## src/rtl/fft_leaves_sched_pkg.sv

```systemverilog
// ----------------------------------------------------------------------------
// fft_leaves_sched_pkg
// Shared definitions for the leaf-level scheduler of the additive FFT:
//   - state_e      : scheduler FSM states
//   - DATA_W       : GF(2^8) coefficient width
//   - LEAF_SIZE    : coefficients produced per leaf group
//   - LEAF_K_W     : width of the per-group output index k
//   - GROUP_PERIOD : cycles spent per leaf group (READ, LOAD, START,
//                    4 init cycles, 16 output beats)
// ----------------------------------------------------------------------------
package fft_leaves_sched_pkg;

    localparam int DATA_W       = 8;
    localparam int LEAF_SIZE    = 16;
    localparam int LEAF_K_W     = $clog2(LEAF_SIZE);
    localparam int GROUP_PERIOD = 23;

    typedef enum logic [2:0] {
        ST_IDLE  = 3'd0,
        ST_READ  = 3'd1,
        ST_LOAD  = 3'd2,
        ST_START = 3'd3,
        ST_WAIT  = 3'd4,
        ST_DONE  = 3'd5
    } state_e;

endpackage

```

## src/rtl/fft_leaves_sched_if.sv

```systemverilog
// ----------------------------------------------------------------------------
// fft_leaves_sched_if
// Bundles the three buses of the leaf scheduler:
//   - coefficient memory read : rd_en_o, rd_addr_o, rd_data_i ({a1,a0})
//   - leaf butterfly          : bf_start_o, bf_a0_o, bf_a1_o,
//                               bf_busy_i, bf_dout_i, bf_dout_valid_i
//   - output memory write     : wr_en_o, wr_addr_o ({group,k}), wr_data_o
// The _o/_i suffixes are seen from the scheduler; the scheduler uses the
// master modport, memories/butterfly (or a bench) the slave modport.
// ----------------------------------------------------------------------------
interface fft_leaves_sched_if
    import fft_leaves_sched_pkg::*;
#(
    parameter int GRP_W  = 4,
    parameter int DATA_W = fft_leaves_sched_pkg::DATA_W
);

    logic                       rd_en_o;
    logic [GRP_W-1:0]           rd_addr_o;
    logic [2*DATA_W-1:0]        rd_data_i;

    logic                       bf_start_o;
    logic [DATA_W-1:0]          bf_a0_o;
    logic [DATA_W-1:0]          bf_a1_o;
    logic                       bf_busy_i;
    logic [DATA_W-1:0]          bf_dout_i;
    logic                       bf_dout_valid_i;

    logic                       wr_en_o;
    logic [GRP_W+LEAF_K_W-1:0]  wr_addr_o;
    logic [DATA_W-1:0]          wr_data_o;

    modport master (
        output rd_en_o, rd_addr_o,
        input  rd_data_i,
        output bf_start_o, bf_a0_o, bf_a1_o,
        input  bf_busy_i, bf_dout_i, bf_dout_valid_i,
        output wr_en_o, wr_addr_o, wr_data_o
    );

    modport slave (
        input  rd_en_o, rd_addr_o,
        output rd_data_i,
        input  bf_start_o, bf_a0_o, bf_a1_o,
        output bf_busy_i, bf_dout_i, bf_dout_valid_i,
        input  wr_en_o, wr_addr_o, wr_data_o
    );

endinterface

```

## src/rtl/fft_leaves_addr_gen.sv

```systemverilog
// ----------------------------------------------------------------------------
// fft_leaves_addr_gen
// Group and output-index counters of the leaf scheduler.
//   clk_i, rst_ni  : clock, asynchronous active-low reset
//   clear_i        : return both counters to 0 (new run or aborted run)
//   beat_i         : one butterfly output beat written; advance k
//   next_grp_i     : leaving WAIT; advance the group index
//   grp_o          : current group (also the coefficient read address)
//   k_o            : index of the next output beat within the group
//   last_grp_o     : current group is the final one of the run
//   wr_addr_o      : {group, k} output memory address
// ----------------------------------------------------------------------------
module fft_leaves_addr_gen
    import fft_leaves_sched_pkg::*;
#(
    parameter int NUM_GROUPS = 16,
    parameter int GRP_W      = $clog2(NUM_GROUPS)
) (
    input  logic                      clk_i,
    input  logic                      rst_ni,
    input  logic                      clear_i,
    input  logic                      beat_i,
    input  logic                      next_grp_i,
    output logic [GRP_W-1:0]          grp_o,
    output logic [LEAF_K_W-1:0]       k_o,
    output logic                      last_grp_o,
    output logic [GRP_W+LEAF_K_W-1:0] wr_addr_o
);

    localparam logic [GRP_W-1:0]    GRP_LAST = GRP_W'(NUM_GROUPS - 1);
    localparam logic [LEAF_K_W-1:0] K_LAST   = LEAF_K_W'(LEAF_SIZE - 1);

    logic [GRP_W-1:0]    grp_q, grp_d;
    logic [LEAF_K_W-1:0] k_q, k_d;

    // Both counters wrap explicitly so a GRP_W wider than needed still
    // returns to group 0 after the last group.
    always_comb begin
        grp_d = grp_q;
        k_d   = k_q;
        if (clear_i) begin
            grp_d = '0;
            k_d   = '0;
        end else begin
            if (beat_i) begin
                k_d = (k_q == K_LAST) ? '0 : k_q + 1'b1;
            end
            if (next_grp_i) begin
                grp_d = (grp_q == GRP_LAST) ? '0 : grp_q + 1'b1;
            end
        end
    end

    always_ff @(posedge clk_i or negedge rst_ni) begin
        if (!rst_ni) begin
            grp_q <= '0;
            k_q   <= '0;
        end else begin
            grp_q <= grp_d;
            k_q   <= k_d;
        end
    end

    assign grp_o      = grp_q;
    assign k_o        = k_q;
    assign last_grp_o = (grp_q == GRP_LAST);
    assign wr_addr_o  = {grp_q, k_q};

endmodule

```

## src/rtl/fft_leaves_sched.sv

```systemverilog
// ----------------------------------------------------------------------------
// fft_leaves_sched
// Walks NUM_GROUPS leaf groups of the additive FFT: for each group it reads
// the {a1,a0} coefficient pair, hands it to an external leaf butterfly,
// and streams the 16 resulting coefficients into the output memory.
//   clk_i, rst_ni : clock, asynchronous active-low reset
//   start_i       : one-cycle run request (ignored while busy or in DONE)
//   busy_o        : run in progress
//   done_o        : one-cycle pulse when all groups completed normally
//   err_o         : sticky protocol error, cleared by the next accepted start
//   bus           : memory read / butterfly / memory write buses
// ----------------------------------------------------------------------------
module fft_leaves_sched
    import fft_leaves_sched_pkg::*;
#(
    parameter int NUM_GROUPS = 16,
    parameter int GRP_W      = $clog2(NUM_GROUPS),
    parameter int DATA_W     = fft_leaves_sched_pkg::DATA_W
) (
    input  logic                  clk_i,
    input  logic                  rst_ni,
    input  logic                  start_i,
    output logic                  busy_o,
    output logic                  done_o,
    output logic                  err_o,
    fft_leaves_sched_if.master    bus
);

    state_e              state_q;
    logic                busy_q;
    logic                done_q;
    logic                err_q;
    logic                rdEn_q;
    logic                bfStart_q;
    logic [DATA_W-1:0]   opA0_q;
    logic [DATA_W-1:0]   opA1_q;

    logic [GRP_W-1:0]          grp;
    logic [LEAF_K_W-1:0]       k;
    logic                      lastGrp;
    logic [GRP_W+LEAF_K_W-1:0] wrAddr;

    logic beat;
    logic lastBeat;
    logic errWait;
    logic errStray;
    logic errHit;
    logic startAcc;

    // A beat is only legal in WAIT. The butterfly going idle mid-group
    // (k already advanced, nothing valid) means beats were lost.
    assign beat     = (state_q == ST_WAIT) && bus.bf_dout_valid_i;
    assign lastBeat = beat && (k == LEAF_K_W'(LEAF_SIZE - 1));
    assign errWait  = (state_q == ST_WAIT) && !bus.bf_busy_i
                      && !bus.bf_dout_valid_i && (k != '0);
    assign errStray = bus.bf_dout_valid_i && (state_q != ST_WAIT);
    assign errHit   = errWait || errStray;
    assign startAcc = (state_q == ST_IDLE) && start_i && !errHit;

    fft_leaves_addr_gen #(
        .NUM_GROUPS (NUM_GROUPS),
        .GRP_W      (GRP_W)
    ) u_addr_gen (
        .clk_i      (clk_i),
        .rst_ni     (rst_ni),
        .clear_i    (startAcc || errHit),
        .beat_i     (beat),
        .next_grp_i (lastBeat),
        .grp_o      (grp),
        .k_o        (k),
        .last_grp_o (lastGrp),
        .wr_addr_o  (wrAddr)
    );

    // Pulsed outputs default low each cycle and are raised on the
    // transition into the state that owns them. An error overrides any
    // transition, so a start coincident with a stray beat is dropped.
    always_ff @(posedge clk_i or negedge rst_ni) begin
        if (!rst_ni) begin
            state_q   <= ST_IDLE;
            busy_q    <= 1'b0;
            done_q    <= 1'b0;
            err_q     <= 1'b0;
            rdEn_q    <= 1'b0;
            bfStart_q <= 1'b0;
            opA0_q    <= '0;
            opA1_q    <= '0;
        end else begin
            done_q    <= 1'b0;
            rdEn_q    <= 1'b0;
            bfStart_q <= 1'b0;
            if (errHit) begin
                err_q   <= 1'b1;
                busy_q  <= 1'b0;
                state_q <= ST_IDLE;
            end else begin
                case (state_q)
                    ST_IDLE: begin
                        if (start_i) begin
                            err_q   <= 1'b0;
                            busy_q  <= 1'b1;
                            rdEn_q  <= 1'b1;
                            state_q <= ST_READ;
                        end
                    end
                    ST_READ: begin
                        state_q <= ST_LOAD;
                    end
                    ST_LOAD: begin
                        opA1_q    <= bus.rd_data_i[2*DATA_W-1:DATA_W];
                        opA0_q    <= bus.rd_data_i[DATA_W-1:0];
                        bfStart_q <= 1'b1;
                        state_q   <= ST_START;
                    end
                    ST_START: begin
                        state_q <= ST_WAIT;
                    end
                    ST_WAIT: begin
                        if (lastBeat) begin
                            if (lastGrp) begin
                                busy_q  <= 1'b0;
                                done_q  <= 1'b1;
                                state_q <= ST_DONE;
                            end else begin
                                rdEn_q  <= 1'b1;
                                state_q <= ST_READ;
                            end
                        end
                    end
                    ST_DONE: begin
                        state_q <= ST_IDLE;
                    end
                    default: begin
                        busy_q  <= 1'b0;
                        state_q <= ST_IDLE;
                    end
                endcase
            end
        end
    end

    assign busy_o         = busy_q;
    assign done_o         = done_q;
    assign err_o          = err_q;
    assign bus.rd_en_o    = rdEn_q;
    assign bus.rd_addr_o  = grp;
    assign bus.bf_start_o = bfStart_q;
    assign bus.bf_a0_o    = opA0_q;
    assign bus.bf_a1_o    = opA1_q;
    // Output writes follow the butterfly beat with no register stage.
    assign bus.wr_en_o    = beat;
    assign bus.wr_addr_o  = wrAddr;
    assign bus.wr_data_o  = beat ? bus.bf_dout_i : '0;

endmodule

```

## src/flat_wrapper.sv

```systemverilog
// flat-port wrapper written by rule: the top's interface ports become plain ports
module fft_leaves_sched_flat import fft_leaves_sched_pkg::*;
#(
    parameter int NUM_GROUPS = 16,
    parameter int GRP_W      = $clog2(NUM_GROUPS),
    parameter int DATA_W     = fft_leaves_sched_pkg::DATA_W
)
  (clk_i, rst_ni, start_i, busy_o, done_o, err_o, bus_rd_en_o, bus_rd_addr_o, bus_rd_data_i, bus_bf_start_o, bus_bf_a0_o, bus_bf_a1_o, bus_bf_busy_i, bus_bf_dout_i, bus_bf_dout_valid_i, bus_wr_en_o, bus_wr_addr_o, bus_wr_data_o);
  fft_leaves_sched_if #(.GRP_W(GRP_W), .DATA_W(DATA_W)) bus_i ();
  input  logic clk_i;
  input  logic rst_ni;
  input  logic start_i;
  output logic busy_o;
  output logic done_o;
  output logic err_o;
  output wire logic [$bits(bus_i.rd_en_o)-1:0] bus_rd_en_o;
  output wire logic [$bits(bus_i.rd_addr_o)-1:0] bus_rd_addr_o;
  input wire logic [$bits(bus_i.rd_data_i)-1:0] bus_rd_data_i;
  output wire logic [$bits(bus_i.bf_start_o)-1:0] bus_bf_start_o;
  output wire logic [$bits(bus_i.bf_a0_o)-1:0] bus_bf_a0_o;
  output wire logic [$bits(bus_i.bf_a1_o)-1:0] bus_bf_a1_o;
  input wire logic [$bits(bus_i.bf_busy_i)-1:0] bus_bf_busy_i;
  input wire logic [$bits(bus_i.bf_dout_i)-1:0] bus_bf_dout_i;
  input wire logic [$bits(bus_i.bf_dout_valid_i)-1:0] bus_bf_dout_valid_i;
  output wire logic [$bits(bus_i.wr_en_o)-1:0] bus_wr_en_o;
  output wire logic [$bits(bus_i.wr_addr_o)-1:0] bus_wr_addr_o;
  output wire logic [$bits(bus_i.wr_data_o)-1:0] bus_wr_data_o;
  assign bus_rd_en_o = bus_i.rd_en_o;
  assign bus_rd_addr_o = bus_i.rd_addr_o;
  assign bus_i.rd_data_i = bus_rd_data_i;
  assign bus_bf_start_o = bus_i.bf_start_o;
  assign bus_bf_a0_o = bus_i.bf_a0_o;
  assign bus_bf_a1_o = bus_i.bf_a1_o;
  assign bus_i.bf_busy_i = bus_bf_busy_i;
  assign bus_i.bf_dout_i = bus_bf_dout_i;
  assign bus_i.bf_dout_valid_i = bus_bf_dout_valid_i;
  assign bus_wr_en_o = bus_i.wr_en_o;
  assign bus_wr_addr_o = bus_i.wr_addr_o;
  assign bus_wr_data_o = bus_i.wr_data_o;
  fft_leaves_sched #(.NUM_GROUPS(NUM_GROUPS), .GRP_W(GRP_W), .DATA_W(DATA_W)) u_core (.clk_i(clk_i), .rst_ni(rst_ni), .start_i(start_i), .busy_o(busy_o), .done_o(done_o), .err_o(err_o), .bus(bus_i));
endmodule
```

## config.mk

```make
export PLATFORM = sky130hd
export DESIGN_NAME = fft_leaves_sched_flat
export DESIGN_NICKNAME = d
export VERILOG_FILES = /design/src/rtl/fft_leaves_sched_pkg.sv /design/src/rtl/fft_leaves_sched_if.sv /design/src/rtl/fft_leaves_addr_gen.sv /design/src/rtl/fft_leaves_sched.sv /design/src/flat_wrapper.sv
export SDC_FILE = /design/constraint.sdc
export NUM_CORES = 1
export LEC_CHECK = 0
export ABC_AREA = 1
export CAP_MARGIN = 30
export CORE_MARGIN = 4
export CORE_UTILIZATION = 65
export CTS_CLUSTER_SIZE = 20
export DETAILED_ROUTE_END_ITERATION = 7
export DONT_BUFFER_PORTS = 1
export HOLD_SLACK_MARGIN = 0.15
export PLACE_DENSITY_LB_ADDON = 0.15
export SETUP_SLACK_MARGIN = 0.05
export SYNTH_ARGS = -nofsm -noshare
export SYNTH_HDL_FRONTEND = slang
export SYNTH_SLANG_ARGS = --single-unit
```

## constraint.sdc

```tcl
create_clock -name clk_i -period 4.5 [get_ports clk_i]
set_clock_uncertainty 0.15 [all_clocks]
set_input_delay 1.35 -clock clk_i [delete_from_list [all_inputs] [get_ports clk_i]]
set_output_delay 1.35 -clock clk_i [all_outputs]
set_load 0.005 [all_outputs]
```

# Yosys cells after proc, flatten, opt, wreduce, memory -nomap -nowiden
# Cells that the tools add are included.
# classes
n_mux	31
eq_ne	12
bitwise	1
n_reduce_logical	24
add_sub_neg	2
# op_table
op	count
4-bit 2-to-1 mux	6
1-bit 2-to-1 mux	17
3-bit one-hot mux with 5 select lines	1
3-bit 2-to-1 mux	4
4-bit by 1-bit adder with 4-bit output (second input constant)	2
4-bit equality test (second input constant)	2
1-bit logical AND	8
8-bit 2-to-1 mux	1
2-bit nonzero test	4
3-bit by 2-bit equality test with 1-bit output (second input constant)	2
3-bit equality test (second input constant)	2
3-bit by 1-bit inequality test with 1-bit output (second input constant)	2
2-bit AND reduction	3
4-bit AND reduction	1
4-bit nonzero test	1
4-bit OR reduction	1
3-bit by 1-bit equality test with 1-bit output (second input constant)	1
1-bit logical NOT	3
3-bit logical NOT	1
3-bit by 2-bit inequality test with 1-bit output (second input constant)	1
3-bit inequality test (second input constant)	1
1-bit one-hot mux with 3 select lines	1
1-bit logical OR	2
2-bit by 1-bit inequality test with 1-bit output (second input constant)	1
2 further kinds	2
# totals
inputBits	29
word_cells	80
register_bits	32

# Logic depth before layout (Yosys ltp)
# Gate-level depths: netlist of the first run.
# logic_depth
ltp_word	9
ltp_mapped	11
depth_no_buf	10

# Hierarchy
# From an unflattened synthesis of the first run, not the netlist that was laid out.
# unflattened
cells_unflattened	210
hier_area_um2	1636.6
# by_module_without_submodules
mod	area_each_um2	cells_each	n_inst	seq_area_each_um2
fft_leaves_sched	1153.6	148	1	600.6
fft_leaves_addr_gen	483.0	62	1	200.2

# Least setup slack after synthesis of the first run
# OpenSTA, ideal clock, no wires.
# synth_timing
path_type	input to output
start	in bus_bf_dout_valid_i
end	out bus_wr_data_o[0]
t_arrival_ps	1677
stages	3
slack_ps	1323
required_ps	3000
path_cell_list	nand2_1 > buf_2 > nor2_1
# synth_between
elab_chain_len	2
# synth_rtl
element	line	rtl
start, declared	flat_wrapper.sv:24	input wire logic [$bits(bus_i.bf_dout_valid_i)-1:0] bus_bf_dout_valid_i;
1-bit logical AND	fft_leaves_sched.sv:52	assign beat = (state_q == ST_WAIT) && bus.bf_dout_valid_i;
8-bit 2-to-1 mux	fft_leaves_sched.sv:153	assign bus.wr_data_o = beat ? bus.bf_dout_i : '0;
end, declared	flat_wrapper.sv:27	output wire logic [$bits(bus_i.wr_data_o)-1:0] bus_wr_data_o;
# Every way passes these cells.

# Worst setup path in the final report of the first run
# layout_timing
start	in bus_bf_dout_valid_i
end	out bus_wr_data_o[5]
# Same word-level chain as after synthesis.

==> summary.txt, run 1 <==
Synth Area in Compound Gates: 0.04799
HP Class: reg -> reg
H-tree levels: 2
Max clock buf depth: 2
Fin crit period: 3248 ps
Post-route setup slack: 1252 ps
Mapped Nets: 230
Critical path depth: 2
Total routed wirelength: 3215 um
PD cells: 523.1 nW/um^2
Avg WL per Cell: 14.16 um
Max incr delay on CP: 210 ps
Post-place setup slack: 1246 ps
Max_slew headroom: 0.7690
Vias in the first global route: 1,284
Syn. warnings: 0
Fin area: 1634 um^2
Final hold violations: 0
CTS Buf Count: 5
Worst-margin pin slew: 345.2 ps
Boundary pin count: 71
Hold_buf cts: 0
Length in cells of the worst reg-to-reg path: 8
Post-synthesis simple-gate area fraction: 0.3155
Antenna violations before repair: 0
Critical Path AT: 1750 ps
Setup tns final: 0 ps
Max rail drop VDD: 0.4056 mV
Pre-antenna DRT Iters: 4
Final period util: 0.7219
Max FO, Critical Path: 12
Fin nets: 230
Post-route DRC violation count: 0
GRT overflow: 0
Synth Area in XOR/XNOR: 0.01652
PostCTS Resize Cnt: 0
Max-slew violations: 0
First-pass GRT wire length: 5492 um
Crit path max-delay family: simple AND/OR/NAND/NOR gates
Leak: 0.0008877 uW
Via density per instance: 5.458
Clk_lat worst skew: 330 ps
Synthesis-stage register bit count: 32
Critical path launch point type: input pin
Initial Utilization: 0.6987
ANT cells: 0
RSZ-0062 raised after global routing: no
Critical Path, Cell by Cell: nand2_1, nor2_1
Mux contribution to synthesized area: 0
Die height: 57.46 um
Total track usage: 0.2163
Adder-cell share of the synthesized area: 0.02360
Core footprint: 2276 um^2
Synthesized area per cell: 8.032 um^2
HPWL after DPL: 2476 um
Crit. End Element: output pin
Share of layout cells above drive strength 1: 0.08543
Placed cell areas: 1572 um^2
Synth cell types: 25
Outcome: finished, final reports clean
Num rows: 17
Critical-path top delay cell: nor2_1
Syn Std Cell Area: 1590 um^2
CTS tree: done
Syn-to-layout area delta: 2.754%
Fin util: 0.7180
Die area: 3302 um^2
Seq/Total Area, Yosys: 0.5035
Largest net degree at the start of global routing: 33
Clock sink count: 32
Setup CP Type: in -> out
Die X: 57.46 um
Iteration-0 DRC Markers: 47
Max cap viols: 0
Worst Hold Depth: 2
Max Freq: 307.8 MHz
FILL cells: 183
Via Count: 1,239
Routed Antenna Nets: 0
Clock Pin Slew Worst Setup and Hold Paths: 80 ps
WP buf/inv: 0
Placer Congestion: 0.8743
Largest family of logic cells by synthesized area: simple AND/OR/NAND/NOR gates
Power Total: 854.8 uW
Worst path required time: 3000 ps
Gate Count Post-Synth: 198
Root Buffer: clkbuf_4
Endpoints failing setup: 0
PortBufs: 0
Post-CTS Repair Setup Buffers: 0
## area by class of cell
class,instances,area (um^2),area share
tap,28,35.03,0.02144
inverter,23,93.84,0.05743
sequential,32,800.8,0.4900
clock buffer,7,55.05,0.03369
multi-input combinational,136,641.9,0.3928
clock inverter,1,7.507,0.004594
## per-stage QoR
stage | hold WS (ps) | std cells
after global placement | 340.5 | 219
after CTS | 363.8 | 227
final | 358.1 | 227
after detailed placement | 342.1 | 219
after floorplan | 313.8 | 198
after global routing | 388.4 | 227
## cell usage after synthesis
cell | n | share of area
nand2_1 | 76 | 0.18
dfrtp_1 | 32 | 0.50
nor2_1 | 25 | 0.059
inv_1 | 21 | 0.050
a21oi_1 | 8 | 0.025
buf_4 | 5 | 0.024
nand3_1 | 4 | 0.013
ha_1 | 3 | 0.024
nor3_1 | 3 | 0.0094
o21ai_0 | 3 | 0.0094
nand2_4 | 2 | 0.014
nor2_4 | 2 | 0.014
xor2_1 | 2 | 0.011
a31oi_1 | 1 | 0.0039
buf_2 | 1 | 0.0031
buf_6 | 1 | 0.0071
inv_4 | 1 | 0.0039
inv_6 | 1 | 0.0055
nand2_2 | 1 | 0.0039
nand2_8 | 1 | 0.013
nand3_2 | 1 | 0.0063
nor2_2 | 1 | 0.0039
o211ai_1 | 1 | 0.0047
o31ai_1 | 1 | 0.0047
xnor2_1 | 1 | 0.0055
## layout by cell type (no fill, tap or decap)
master,n
clkbuf_8,1
nor2_2,1
inv_4,1
o31ai_1,1
clkbuf_1,1
inv_6,1
nand2_8,1
nor2_4,2
o21ai_0,3
nand2_4,2
clkbuf_4,5
a21oi_1,8
nor3_1,3
nor2_1,25
inv_1,21
dfrtp_1,32
clkinvlp_4,1
nand2_2,1
ha_1,3
a31oi_1,1
nand3_2,1
xnor2_1,1
xor2_1,2
nand3_1,4
o211ai_1,1
nand2_1,76
## cell families after synthesis
logic type      count (synthesis)
simple gates                  116
flops                          32
buf+inv                        30
compound gates                 14
xor+xnor                        3
fa+ha+maj                       3
## power by group
part / internal [uW] / total, uW / switching (uW) / leakage, uW
clock network: 76.4 / 170 / 93.9 / 0.0000315
registers: 376 / 450 / 74.5 / 0.000417
logic: 79.6 / 234 / 154 / 0.000439
## metal layers
metal / GRT usage / wire [um] / share of wire / vias to the layer above
met1: 0.2274 / 1127 / 0.35 / 581
met3: 0.1063 / 385 / 0.12 / 4
li1: - / - / - / 595
met2: 0.3855 / 1675 / 0.52 / 59
met5: 0 / 0 / 0 / -
met4: 0.04967 / 26 / 0.0081 / 0
## state kept, by name, indices dropped and copies added, names as in the netlist
name / count
u_core.err_o: 1
u_core.bus.bf_start_o: 1
u_core.bus.rd_en_o: 1
u_core.bus.bf_a0_o: 8
u_core.bus.bf_a1_o: 8
u_core.u_addr_gen.grp_o: 4
u_core.u_addr_gen.k_o: 4
u_core.state_q: 3
u_core.busy_o: 1
u_core.done_o: 1
## worst paths after layout
path                                           from                    end  slack, ps
max                             bus_bf_dout_valid_i       bus_wr_data_o[5]       1250
min                                   u_core.busy_o          u_core.busy_o        360
max reg2reg                u_core.u_addr_gen.k_o[0]          u_core.busy_o       2670
min reg2reg                           u_core.busy_o          u_core.busy_o        360
max in group asynchronous                    rst_ni  u_core.bus.bf_a1_o[0]       3560
min in group asynchronous                    rst_ni           u_core.err_o        550
No activity file was read; power rests on OpenSTA's default activity.
==> run 2, diff against run 1 <==
- CORE_UTILIZATION: 65 -> 55
- clock period: 4.5 -> 2.7 ns (I/O delays scaled with it)
==> summary.txt, run 2 (synthesis gave the netlist of run 1 again) <==
Clock Pin Slew Worst Setup and Hold Paths: 100 ps (+20 ps)
Setup CP Type: reg -> out
Avg WL per Cell: 13.12 um (-7.4%)
PortBufs: 0 (unchanged)
Placer Congestion: 0.7796 (-11%)
Outcome: finished, final reports clean
Crit. End Element: output pin
Max cap viols: 0 (unchanged)
RSZ-0062 raised after global routing: no
PD cells: 846.0 nW/um^2 (+62%)
Max incr delay on CP: 420 ps (+210 ps)
Root Buffer: clkbuf_4
Max Freq: 416.9 MHz
Max clock buf depth: 2 (unchanged)
Syn-to-layout area delta: 4.642%
Length in cells of the worst reg-to-reg path: 8 (unchanged)
R2r setup slk: 970 ps (-1700 ps)
Hold path start: u_core.busy_o
Global-route track usage on met2: 0.2706 (-0.1149)
Via density per instance: 5.233 (-4.1%)
Final hold violations: 0 (unchanged)
First-pass GRT wire length: 4616 um (-16%)
Worst Hold Depth: 2 (unchanged)
Fin crit period: 2399 ps
Cell Count Post-Placement: 222 (+1.4%)
Routed Antenna Nets: 0 (unchanged)
Final period util: 0.8885
Max-slew violations: 0 (unchanged)
Critical Path, Cell by Cell: nor2_2, nand2_4, inv_1, nand2_2, nor2_1
Critical path launch point type: flop
CTS tree: done
Fin nets: 232 (+0.87%)
Largest net degree at the start of global routing: 33 (unchanged)
Iteration-0 DRC Markers: 86 (+83%)
Max FO, Critical Path: 12 (unchanged)
Max_slew headroom: 0.7640 (-0.004988)
Most frequent cells in the layout: 75 x nand2_1, 32 x dfrtp_1, 25 x nor2_1
Final std cells w/o fill: 232 (+2.2%)
FILL cells: 248 (+36%)
Leak: 0.0009055 uW (+2.0%)
Max rail drop VDD: 0.6564 mV (+62%)
Num rows: 19 (+2)
Clock sink count: 32 (unchanged)
Commonest non-fill, non-tap cell in the layout: nand2_1
Boundary pin count: 71 (unchanged)
Setup tns final: 0 ps (unchanged)
Die area: 3816 um^2 (+16%)
Hold EP: u_core.busy_o
Pre-antenna DRT Iters: 4 (unchanged)
HP Class: reg -> reg
Post-route DRC violation count: 0 (unchanged)
Worst r2r src: u_core.u_addr_gen.k_o[0]
Fin util: 0.6034 (-0.1145)
Fin area: 1664 um^2 (+1.8%)
Via Count: 1,214 (-2.0%)
GRT overflow: 0 (unchanged)
GR Util met3: 0.06818 (-0.03815)
Total routed wirelength: 3044 um (-5.3%)
Initial Utilization: 0.5767 (-0.1221)
GRT Max-Usage Layer: met2
Clk_lat worst skew: 330 ps (about the same)
Critical-path top delay cell: dfrtp_1
Placed cell areas: 1575 um^2 (+0.24%)
Share of layout cells above drive strength 1: 0.09950 (+0.01408)
R2r endpoint: u_core.busy_o
Total track usage: 0.1706 (-0.04572)
CTS Buf Count: 5 (unchanged)
Met1 GRT Util: 0.2021 (-0.02529)
Core footprint: 2758 um^2 (+21%)
Worst hold slack: 350.3 ps (-7.857 ps)
ANT cells: 0 (unchanged)
Worst-margin pin slew: 352.7 ps (+7.455 ps)
Vias in the first global route: 1,036 (-19%)
Die height: 61.77 um (+7.5%)
Antenna violations before repair: 0 (unchanged)
H-tree levels: 2 (unchanged)
Die X: 61.77 um (+7.5%)
Worst path required time: 1740 ps (-1260 ps)
Critical Path AT: 1440 ps (-310 ps)
HPWL after DPL: 2243 um (-9.4%)
Endpoints failing setup: 0 (unchanged)
-- run 2: cell count changes in the layout (fill, tap and decap cells not counted), sizes merged --
cell / before / now
buf: 0 / 1
clkinv: 0 / 3
dlygate4sd3: 0 / 1
clkbuf: 7 / 5
clkinvlp: 1 / 0
-- run 2: critical path: cells and delay by family, from the launching register on --
family / cells / cell delay, ps
and+or+nand+nor: 4 / 590
buffers and inverters: 1 / 90
DFF: 1 / 420
-- run 2: area by class of cell --
class                   instances  area [um^2]  area share
multi-input cells             136        644.4      0.3872
clock buffers                   5        37.54     0.02256
flip-flops and latches         32        800.8      0.4812
repair buffers                  2        30.03     0.01805
clock inverters                 3        18.77     0.01128
inverters                      23        93.84     0.05639
well taps                      31        38.79     0.02331
-- run 2: stage by stage --
stage,total power [uW],setup slack (ps)
floorplan,1065,602.6
global placement,1125,543.6
detailed placement,1141,525.0
CTS,1428,168.4
global route,1541,163.8
finish,1408,301.1
-- run 2: per-layer routing --
metal  vias up  wire length [um]
met5         -                 0
met4         0                57
met3         7               289
met2        57              1491
met1       546              1206
li1        604                 -
-- run 2: what timing repair did --
action	CTS	global route
endpoints found under the setup margin	0	7
hold buffers	2	0
buffers inserted	0	0
gates resized for setup	0	1
endpoints found under the hold margin	32	0
-- run 2: how the worst max path moves through the flow --
| stage | to | from | slack, ps | depth (start not counted) |
|---|---|---|---|---|
| 6_report | bus_wr_data_o[2] | u_core.state_q[0] | 300 | 5 |
| 3_3_place_gp | bus_wr_data_o[4] | bus_bf_dout_valid_i | 540 | 2 |
| 5_1_grt | bus_wr_data_o[5] | u_core.state_q[0] | 160 | 5 |
| 3_5_place_dp | bus_wr_data_o[2] | bus_bf_dout_valid_i | 520 | 2 |
| 4_1_cts | bus_wr_data_o[2] | u_core.state_q[0] | 170 | 5 |
| 2_1_floorplan | bus_wr_data_o[0] | bus_bf_dout_valid_i | 600 | 3 |
-- run 2: where the power goes --
| group | switching [uW] | total, uW | internal, uW |
|---|---|---|---|
| Sequential | 120 | 746 | 626 |
| Combinational | 254 | 391 | 137 |
| Clock | 171 | 271 | 99.8 |
==> run 3, diff against run 2 <==
- clock period: 2.7 -> 2.15 ns (I/O delays scaled with it)
==> summary.txt, run 3 (synthesis gave the netlist of run 1 again) <==
Fin crit period: 2073 ps
Switching power: 747.5 uW (+37%)
Iteration-0 DRC Markers: 39 (-55%)
Post-route DRC violation count: 0 (unchanged)
ANT cells: 0 (unchanged)
Clock Pin Slew Worst Setup and Hold Paths: 110 ps (about the same)
Final period util: 0.9640
Initial Utilization: 0.5767 (unchanged)
Avg WL per Cell: 14.39 um (+9.7%)
Critical-path top delay cell: dfrtp_1
Root Buffer: clkbuf_4
Post-place setup slack: 173.3 ps (-351.7 ps)
Setup tns final: 0 ps (unchanged)
Critical path launch point type: flop
Clock sink count: 32 (unchanged)
Crit. End Element: output pin
Syn-to-layout area delta: 15.34%
Worst path required time: 1350 ps (-390 ps)
PortBufs: 0 (unchanged)
Pre-antenna DRT Iters: 4 (unchanged)
H-tree levels: 2 (unchanged)
First-pass GRT wire length: 5333 um (+16%)
Routed Antenna Nets: 0 (unchanged)
Core footprint: 2758 um^2 (unchanged)
RSZ-0062 raised after global routing: yes
Leak: 0.0009542 uW (+5.4%)
Post-route setup slack: 77.35 ps (-223.8 ps)
Total routed wirelength: 3469 um (+14%)
Vias in the first global route: 1,247 (+20%)
Sequential share of power: 0.463 (-0.067)
Max-slew violations: 0 (unchanged)
CTS Buf Count: 5 (unchanged)
Total track usage: 0.1939 (+0.02336)
CTS tree: done
Internal Pwr Total: 1278 uW (+48%)
Worst-margin pin slew: 354.2 ps (+1.487 ps)
Outcome: finished, final reports clean
Max_slew headroom: 0.7630 (-0.0009950)
Die area: 3816 um^2 (unchanged)
Die height: 61.77 um (unchanged)
Clock share of power: 0.226 (+0.034)
Max incr delay on CP: 420 ps (about the same)
Sw frac: 0.3690 (-0.01834)
Setup CP Type: reg -> out
Worst hold slack: 271.8 ps (-78.43 ps)
Placer Congestion: 0.8415 (+7.9%)
Boundary pin count: 71 (unchanged)
GR Util met3: 0.08058 (+0.01240)
Critical Path, Cell by Cell: nor2_4, nand2_4, inv_6, nand2_8, nor2_2
Fin nets: 241 (+3.9%)
Max cap viols: 0 (unchanged)
HPWL after DPL: 2288 um (+2.0%)
Via Count: 1,282 (+5.6%)
Die X: 61.77 um (unchanged)
Share of layout cells above drive strength 1: 0.1810 (+0.08145)
GRT overflow: 0 (unchanged)
Met1 GRT Util: 0.2154 (+0.01331)
Commonest non-fill, non-tap cell in the layout: nand2_1
Max FO, Critical Path: 5 (-7)
Global-route track usage on met2: 0.3288 (+0.05830)
Max rail drop VDD: 0.8447 mV (+29%)
Num rows: 19 (unchanged)
Clk_lat worst skew: 330 ps (about the same)
HP Class: in -> reg
GRT Max-Usage Layer: met2
Most frequent cells in the layout: 75 x nand2_1, 32 x dfrtp_1, 20 x inv_1
FILL cells: 224 (-9.7%)
Combinational share of power: 0.311 (+0.033)
Antenna violations before repair: 0 (unchanged)
Final hold violations: 0 (unchanged)
PD cells: 1104 nW/um^2 (+31%)
Max Freq: 482.5 MHz
Largest net degree at the start of global routing: 33 (unchanged)
Max clock buf depth: 2 (unchanged)
Critical Path AT: 1280 ps (-160 ps)
Via density per instance: 5.320 (+1.7%)
Endpoints failing setup: 0 (unchanged)
[run 3: layout make-up]
class                      count  area, um^2  area share
tap                           31       38.79     0.02115
multi-input combinational    137       713.2      0.3888
timing repair buffer          10       102.6     0.05593
sequential                    32       800.8      0.4366
inverter                      23       98.84     0.05389
clock inverter                 3       42.54     0.02319
clock buffer                   5       37.54     0.02046
[run 3: critical path: cells and delay by family, from the launching register on]
kind / cells / cell delay, ps
DFF: 1 / 420
and+or+nand+nor: 4 / 400
buffers and inverters: 1 / 100
[run 3: worst paths after layout]
| check | slack (ps) | endpoint | from | cells after the start |
|---|---|---|---|---|
| hold reg to reg | 370 | u_core.bus.bf_a0_o[2] | u_core.bus.bf_a0_o[2] | 2 |
| max in group asynchronous | 1080 | u_core.bus.bf_a0_o[5] | rst_ni | 2 |
| setup reg to reg | 270 | u_core.u_addr_gen.k_o[0] | u_core.state_q[1] | 10 |
| min in group asynchronous | 590 | u_core.done_o | rst_ni | 2 |
| setup / recovery | 80 | bus_wr_data_o[6] | u_core.state_q[1] | 5 |
| hold / removal | 270 | u_core.bus.bf_a0_o[6] | bus_rd_data_i[6] | 2 |
[run 3: metrics by stage]
step                      power (uW)  utilization  cell area [um^2]  std cells
final                           2025       0.6652              1834        241
after global routing            2196       0.6652              1834        241
after CTS                       2016       0.6470              1784        237
after detailed placement        1439       0.5712              1575        222
after global placement          1411       0.5712              1575        222
after floorplan                 1338            -              1590        198
[run 3: what timing repair did]
action,CTS,global route
gates resized for setup,15,3
gates cloned,0,1
endpoints found under the hold margin,32,0
buffers inserted,5,3
hold buffers,2,0
pin swaps,2,0
setup endpoints to repair,8,9
[run 3: power groups by stage]
stage	combinational, uW	clock, uW	sequential (uW)
after floorplan	424	0	914
after global placement	461	0	950
after detailed placement	487	0	952
after CTS	606	466	945
after global routing	727	499	970
final	630	458	937
[run 3: metal layers]
layer | share of wire | vias to the layer above | wire [um]
li1 | - | 624 | -
met1 | 0.38 | 592 | 1333
met2 | 0.50 | 58 | 1750
met3 | 0.090 | 8 | 311
met4 | 0.021 | 0 | 73
met5 | 0 | - | 0
